===== config.mk =====
export PLATFORM = sky130hd
export DESIGN_NAME = ram_arbiter
export DESIGN_NICKNAME = d
export VERILOG_FILES = /design/src/rtl/ram_arbiter.sv
export SDC_FILE = /design/constraint.sdc
export NUM_CORES = 1
export LEC_CHECK = 0
export ABC_CLOCK_PERIOD_IN_PS = 2800
export BUFFER_PORTS_ARGS = -buffer_cell sky130_fd_sc_hd__buf_2
export CAP_MARGIN = 0
export CORE_MARGIN = 2
export CORE_UTILIZATION = 46
export DETAILED_ROUTE_END_ITERATION = 6
export HOLD_SLACK_MARGIN = 0.02
export PLACE_DENSITY = 0.88
export SLEW_MARGIN = 20
export SYNTH_ARGS = -nofsm -noshare
export SYNTH_HDL_FRONTEND = slang
export SYNTH_SLANG_ARGS = --single-unit
export TNS_END_PERCENT = 100

===== constraint.sdc =====
create_clock -name clk -period 2.8 [get_ports clk]
set_input_delay 0.42 -clock clk [delete_from_list [all_inputs] [get_ports clk]]
set_output_delay 0.42 -clock clk [all_outputs]
set_load 0.02 [all_outputs]

===== src/rtl/ram_arbiter.sv =====
// Two-requester round-robin arbiter in front of a single-port 8-bit RAM.
// Requester A (CPU) and B (loader/DMA) may lock ownership for a bounded burst;
// read data returns one cycle after the grant, tagged with the issuing side.
//
//  state    | meaning
//  ---------+-------------------------------------------------------------
//  ST_IDLE  | no owner; ties go to the side that did not win last time
//  ST_OWN_A | A holds a lock; A wins whenever it requests
//  ST_OWN_B | B holds a lock; B wins whenever it requests
module ram_arbiter #(
  parameter int ADDR_BITS = 13,
  parameter int MAX_BURST = 8
) (
  input  logic                 clk,
  input  logic                 rst,
  input  logic                 a_req,
  input  logic                 a_lock,
  input  logic                 a_we,
  input  logic [ADDR_BITS-1:0] a_addr,
  input  logic [7:0]           a_wdata,
  output logic                 a_gnt,
  output logic                 a_rvalid,
  output logic [7:0]           a_rdata,
  input  logic                 b_req,
  input  logic                 b_lock,
  input  logic                 b_we,
  input  logic [ADDR_BITS-1:0] b_addr,
  input  logic [7:0]           b_wdata,
  output logic                 b_gnt,
  output logic                 b_rvalid,
  output logic [7:0]           b_rdata,
  output logic                 ram_we,
  output logic [ADDR_BITS-1:0] ram_addr,
  output logic [7:0]           ram_di,
  input  logic [7:0]           ram_do
);

  typedef enum logic [1:0] {ST_IDLE, ST_OWN_A, ST_OWN_B} state_t;
  typedef enum logic [1:0] {RD_NONE, RD_A, RD_B} rd_owner_t;

  // Burst counter value at which the owner is forced to hand over.
  localparam logic [7:0] BURST_LAST = 8'(MAX_BURST - 1);
  // With a one-grant burst a lock can never be held, so it is ignored.
  localparam bit LOCK_EN = (MAX_BURST > 1);

  state_t                 state_q, state_d;
  logic [7:0]             burst_cnt_q, burst_cnt_d;
  logic                   last_b_q, last_b_d;     // 1: last grant went to B
  rd_owner_t              rd_owner_q, rd_owner_d;
  logic [ADDR_BITS-1:0]   addr_q, addr_d;
  logic [7:0]             di_q, di_d;
  logic                   gnt_a, gnt_b;

  // Grant decision: a requesting owner wins, otherwise round-robin on ties.
  always_comb begin
    gnt_a = 1'b0;
    gnt_b = 1'b0;
    if (!rst) begin
      if (state_q == ST_OWN_A && a_req) begin
        gnt_a = 1'b1;
      end else if (state_q == ST_OWN_B && b_req) begin
        gnt_b = 1'b1;
      end else if (a_req && b_req) begin
        if (last_b_q) gnt_a = 1'b1;
        else          gnt_b = 1'b1;
      end else if (a_req) begin
        gnt_a = 1'b1;
      end else if (b_req) begin
        gnt_b = 1'b1;
      end
    end
  end

  // Next-state: ownership/burst tracking, last winner, read tag, held address.
  always_comb begin
    state_d     = state_q;
    burst_cnt_d = burst_cnt_q;
    last_b_d    = last_b_q;
    rd_owner_d  = RD_NONE;
    addr_d      = addr_q;
    di_d        = di_q;

    if (gnt_a) begin
      last_b_d = 1'b0;
      addr_d   = a_addr;
      di_d     = a_wdata;
      if (!a_we) rd_owner_d = RD_A;
    end else if (gnt_b) begin
      last_b_d = 1'b1;
      addr_d   = b_addr;
      di_d     = b_wdata;
      if (!b_we) rd_owner_d = RD_B;
    end

    case (state_q)
      ST_IDLE: begin
        if (LOCK_EN && gnt_a && a_lock) begin
          state_d     = ST_OWN_A;
          burst_cnt_d = 8'd1;
        end else if (LOCK_EN && gnt_b && b_lock) begin
          state_d     = ST_OWN_B;
          burst_cnt_d = 8'd1;
        end
      end
      ST_OWN_A: begin
        // Any grant without lock, burst exhaustion, or an idle owner releases.
        if (gnt_a && a_lock && burst_cnt_q < BURST_LAST) begin
          burst_cnt_d = burst_cnt_q + 8'd1;
        end else begin
          state_d     = ST_IDLE;
          burst_cnt_d = 8'd0;
        end
      end
      ST_OWN_B: begin
        if (gnt_b && b_lock && burst_cnt_q < BURST_LAST) begin
          burst_cnt_d = burst_cnt_q + 8'd1;
        end else begin
          state_d     = ST_IDLE;
          burst_cnt_d = 8'd0;
        end
      end
      default: begin
        state_d     = ST_IDLE;
        burst_cnt_d = 8'd0;
      end
    endcase
  end

  // State registers with synchronous reset.
  always_ff @(posedge clk) begin
    if (rst) begin
      state_q     <= ST_IDLE;
      burst_cnt_q <= 8'd0;
      last_b_q    <= 1'b1;
      rd_owner_q  <= RD_NONE;
      addr_q      <= '0;
      di_q        <= 8'd0;
    end else begin
      state_q     <= state_d;
      burst_cnt_q <= burst_cnt_d;
      last_b_q    <= last_b_d;
      rd_owner_q  <= rd_owner_d;
      addr_q      <= addr_d;
      di_q        <= di_d;
    end
  end

  // RAM drive from the granted side; address and data hold when idle.
  always_comb begin
    a_gnt    = gnt_a;
    b_gnt    = gnt_b;
    ram_we   = (gnt_a & a_we) | (gnt_b & b_we);
    ram_addr = addr_q;
    ram_di   = di_q;
    if (rst) begin
      ram_addr = '0;
      ram_di   = 8'd0;
    end else if (gnt_a) begin
      ram_addr = a_addr;
      ram_di   = a_wdata;
    end else if (gnt_b) begin
      ram_addr = b_addr;
      ram_di   = b_wdata;
    end
  end

  // Read return: tag from the previous cycle; a tag left over from the cycle
  // before reset must not surface while reset is asserted.
  always_comb begin
    a_rvalid = !rst && (rd_owner_q == RD_A);
    b_rvalid = !rst && (rd_owner_q == RD_B);
    a_rdata  = ram_do;
    b_rdata  = ram_do;
  end

endmodule


### After elaboration in Yosys (flattened, before gate mapping)

Cells that the tools add are included.

| cells by class | value |
|---|---|
| muxes and demuxes | 35 |
| $lt $le $gt $ge | 1 |
| eq/ne operators | 7 |
| add/sub/neg operators | 1 |
| bitwise logic cells | 3 |
| reduce and logical (&&, ||, !) cells | 13 |

Operator list:

| kind | number |
|---|---|
| 8-bit 2-to-1 mux | 7 |
| 13-bit 2-to-1 mux | 3 |
| 8-bit case mux with 3 select lines | 1 |
| 1-bit 2-to-1 mux | 16 |
| 2-bit 2-to-1 mux | 7 |
| 1-bit logical AND | 9 |
| 8-bit by 1-bit adder with 8-bit output, second input constant | 1 |
| 8-bit by 3-bit less-than comparator with 1-bit output, second input constant | 1 |
| 2-bit case mux with 3 select lines | 1 |
| 2-bit by 1-bit equality test with 1-bit output, second input constant | 2 |
| 2-bit equality test, second input constant | 2 |
| 2-bit inequality test, second input constant | 2 |
| 3-bit inequality test, second input constant | 1 |
| 3-bit AND reduction | 1 |
| 1-bit AND | 2 |
| 2-bit zero test | 1 |
| 2-bit nonzero test | 1 |
| 1-bit zero test | 1 |
| 1-bit bitwise OR | 1 |

| word-level totals | value |
|---|---|
| register bits after elaboration | 34 |
| input bits | 58 |

### Logic depth before layout (Yosys ltp)

| logic depth | value |
|---|---|
| word-level depth | 10 |
| depth in mapped cells | 5 |
| mapped depth without buffers | 5 |

### Worst setup path after synthesis

OpenSTA, ideal clock, no wires.

| path | value |
|---|---|
| path kind | input-to-output |
| from | input a_req |
| to | output ram_addr[10] |
| data arrival time | 1.612 ns |
| data required time | 2.380 ns |
| path buffers | 1 |
| path slack | 0.768 ns |
| stages | 5 |
| path through | and2_1 > a211oi_4 > buf_6 > a22oi_2 > a21oi_1 |

| on the way | value |
|---|---|
| longest elaborated chain between the ends | 8 |
| elaborated cells on any way between the ends | 15 |

Ends and longest elaborated chain:

| item | line | RTL |
|---|---|---|
| start: declaration | 16 | `input logic a_req,` |
| 1-bit 2-to-1 mux or 1-bit logical AND (tied branches) | 66, 63 |  |
| 1-bit 2-to-1 mux | 63 | `end else if (a_req && b_req) begin` |
| 1-bit 2-to-1 mux | 61 | `end else if (state_q == ST_OWN_B && b_req) begin` |
| 1-bit 2-to-1 mux (*) | 59 | `if (state_q == ST_OWN_A && a_req) begin` |
| 1-bit 2-to-1 mux (*) | 58 | `if (!rst) begin` |
| via b_gnt | 29 | `output logic b_gnt,` |
| 13-bit 2-to-1 mux (*) | n/a |  |
| 13-bit 2-to-1 mux (*) | 158 | `end else if (gnt_a) begin` |
| 13-bit 2-to-1 mux (*) | n/a |  |
| end: declaration | 33 | `output logic [ADDR_BITS-1:0] ram_addr,` |

Mark *: on every way through the listed nets, which the timed path passes. The rest lies on a longest branch.

### Final worst setup path

| path | value |
|---|---|
| from | register state_q[1] |
| to | output ram_di[2] |

| on the way | value |
|---|---|
| longest elaborated chain between the ends | 8 |
| elaborated cells on any way between the ends | 13 |

Ends and longest elaborated chain:

| item | line | RTL |
|---|---|---|
| start: declaration | 46 | `state_t state_q, state_d;` |
| start signal: assignment | 139 | `state_q <= state_d;` |
| 2-bit equality test | 61 |  |
| 1-bit logical AND | 61 |  |
| 1-bit 2-to-1 mux | 61 |  |
| 1-bit 2-to-1 mux | 59 |  |
| 1-bit 2-to-1 mux | 58 |  |
| 8-bit 2-to-1 mux | n/a |  |
| 8-bit 2-to-1 mux (*) | 158 |  |
| 8-bit 2-to-1 mux (*) | n/a |  |
| end: declaration | 34 | `output logic [7:0] ram_di,` |

Every way passes the cells marked *; elsewhere a longest branch is shown, timed or not.

==> summary.txt <==
Worst Clk Skew: 0.0104 ns
Core area: 3390 um^2
Post-DRT Antenna Nets: 0
Post-synthesis sequential area ratio: 41.0%
Sink Count: 34
Hold_ws: 0.236 ns
Final hold vios: 0
Startpoint types: register
Die Span Y: 64.1 um
CP Capture Type: primary output
H-tree Lvls: 2
CTS tree: built
P_leak: 0.902 nW
Routed vias: 1567
IO buf count: 75
Hpwl dp: 2930 um
Largest net degree at the start of global routing: 31
Total Neg Setup Slack: 0 ns
Largest stage delay, worst path: 0.47 ns
Peak supply drop: 0.299 mV
Clock-pin slew of the registers on the worst-case setup and hold paths: 0.10 ns
Reg2reg path depth: 5
Worst skew pair latency: 0.34 ns
Layout cells sized above 1: 41.2%
Setup CP Type: register to primary output
CP Buf/Inv Count: 2
Class of the worst hold path: input pin to register
Synth warnings: 0
Setup violations, final: 0
Post-synthesis cell count: 177
Vias in the first global route: 1510
CP delay by family, top: compound AO/OA/AOI/OAI gates
Ys flop type: dfxtp_1
Die area: 4100 um^2
Wire per inst: 14.4 um
Io pins: 100
Placement row count: 21
CTS resizes: 0
Yosys top cell by area: dfxtp_1
Slew HR: 73.8%
ANT cells: 0
Initial antenna violation count: 0
Post-synth top cells: dfxtp_1, a21oi_1, nand3_1, buf_4, a22oi_1
Max-slew violation count: 0
Post-CTS Hold Fix Bufs: 0
Syn nets: 236
Syn_area_per_cell: 9.37 um^2
Area growth syn-to-layout: 20.7%
Crit path DAT: 2.12 ns
FF-to-FF setup slack: 1.07 ns
Pwr dens: 502 nW/um^2
Initial drt markers: 73
Clk Tree Root Cell: clkbuf_4
Maximum buffer depth of the clock tree: 2
Status: completed
Worst slew pin tran: 0.390 ns
RSZ-0062 raised after global routing: false
Final #Nets: 296
Distinct cells, synth: 39
Post-layout min period: 2.54 ns
Die W: 64.1 um
Period Utilization, post-route: 90.5%
DRC viols: 0
Dominant cell by count in the synthesized netlist: dfxtp_1
Sequence of cells on the critical path: and3b_1, a211oi_4, buf_4, a22oi_1, a21oi_1, buf_2
Number of flops mapped to enable cells by yosys: 0
Fillers: 320
Initial Utilization: 48.9%
Mapped Area: 1660 um^2
Drt first pass iters: 7
Max Clk Rate: 394 MHz
Ys async rst share: 0%
Hold Path Cell Cnt: 2
Tot Pwr: 0.00101 W
Max_cap viols: 0
WP depth: 6
Routed vias/inst: 5.52
Grt ovf: 0
#FFs+latches synth: 34
Synth top area share: 41.0%
Largest cells by area after synthesis: dfxtp_1, a21oi_1, buf_4, nand3_1, a22oi_1
Max FO, Critical Path: 23
Overall routing resource usage: 20.9%
Post-CTS setup buffers: 0
Final GP Congestion: 0.838
CP required: 2.38 ns
Cts bufs inserted: 5
First-pass GRT wire length: 6690 um
Highest-delay cell along the critical path: dfxtp_1
Routed wire length: 4090 um
through the flow:
stage | utilization [%] | worst slack [ns] | cells | cell area [um^2]
global placement | 57.5 | 0.586 | 276 | 1950
CTS | 59.1 | 0.261 | 284 | 2000
finish | 59.1 | 0.265 | 284 | 2000
floorplan | - | 0.768 | 177 | 1660
detailed placement | 57.5 | 0.511 | 276 | 1950
global route | 59.1 | 0.130 | 284 | 2000
placed cells by master, fill, tap and decap left out, types with 3 or more instances in the layout:
cell	instances
and2_1	6
nor2_1	4
a22oi_2	7
buf_2	75
a22o_1	3
inv_1	3
clkbuf_4	5
nor3_1	3
a21oi_1	24
buf_4	5
dfxtp_1	34
nand2b_1	3
nand3_1	22
a22oi_1	13
area by class of cell:
type                    instances  area (um^2)  share of cell area, %
multi-input cells             113          786                   39.2
flip-flops and latches         34          681                   34.0
repair buffers                 80          413                   20.6
well taps                      46         57.6                   2.87
clock buffers                   6         41.3                   2.06
clock inverters                 2         13.8                  0.687
inverters                       3         11.3                  0.562
cells by family (layout without fill, tap and decap cells):
kind of cell    after synthesis  count (layout)  synth area share [%]
fa+ha+maj                     1               1                 0.754
simple gates                 49              49                  16.4
xor+xnor                      1               1                 0.528
compound gates               62              62                  29.7
flops                        34              34                  41.0
buf+inv                      30              91                  11.6
layer usage:
layer | vias to the layer above | track usage [%] | routed length, um
met1 | 730 | 25.1 | 1640
met2 | 67 | 35.5 | 2050
met4 | 0 | 8.97 | 80
met5 | - | 0 | 0
met3 | 8 | 4.75 | 310
li1 | 762 | - | -
worst reg2reg max path: cells and delay by family, from the launching register on:
kind                       cells  cell delay [ns]
DFF                            1             0.35
adders and majority gates      1             0.22
AOI/OAI and AO/OA              4             1.12
power breakdown:
| group | switching [W] | internal, W |
|---|---|---|
| Combinational | 0.000129 | 0.0000871 |
| Clock | 0.000171 | 0.0000985 |
| Sequential | 0.0000104 | 0.000511 |
| Total | 0.000310 | 0.000697 |
flip-flops by register name, summed over array words and instances (netlist names):
name / cells
addr_q: 13
burst_cnt_q: 8
di_q: 8
rd_owner_q: 2
state_q: 2
last_b_q: 1
final timing paths:
path                         end           start
setup / recovery       ram_di[2]      state_q[1]
hold / removal     rd_owner_q[1]            b_we
setup reg to reg  burst_cnt_q[2]  burst_cnt_q[0]
hold reg to reg   burst_cnt_q[4]  burst_cnt_q[4]
(Power assumes the default switching activity.)
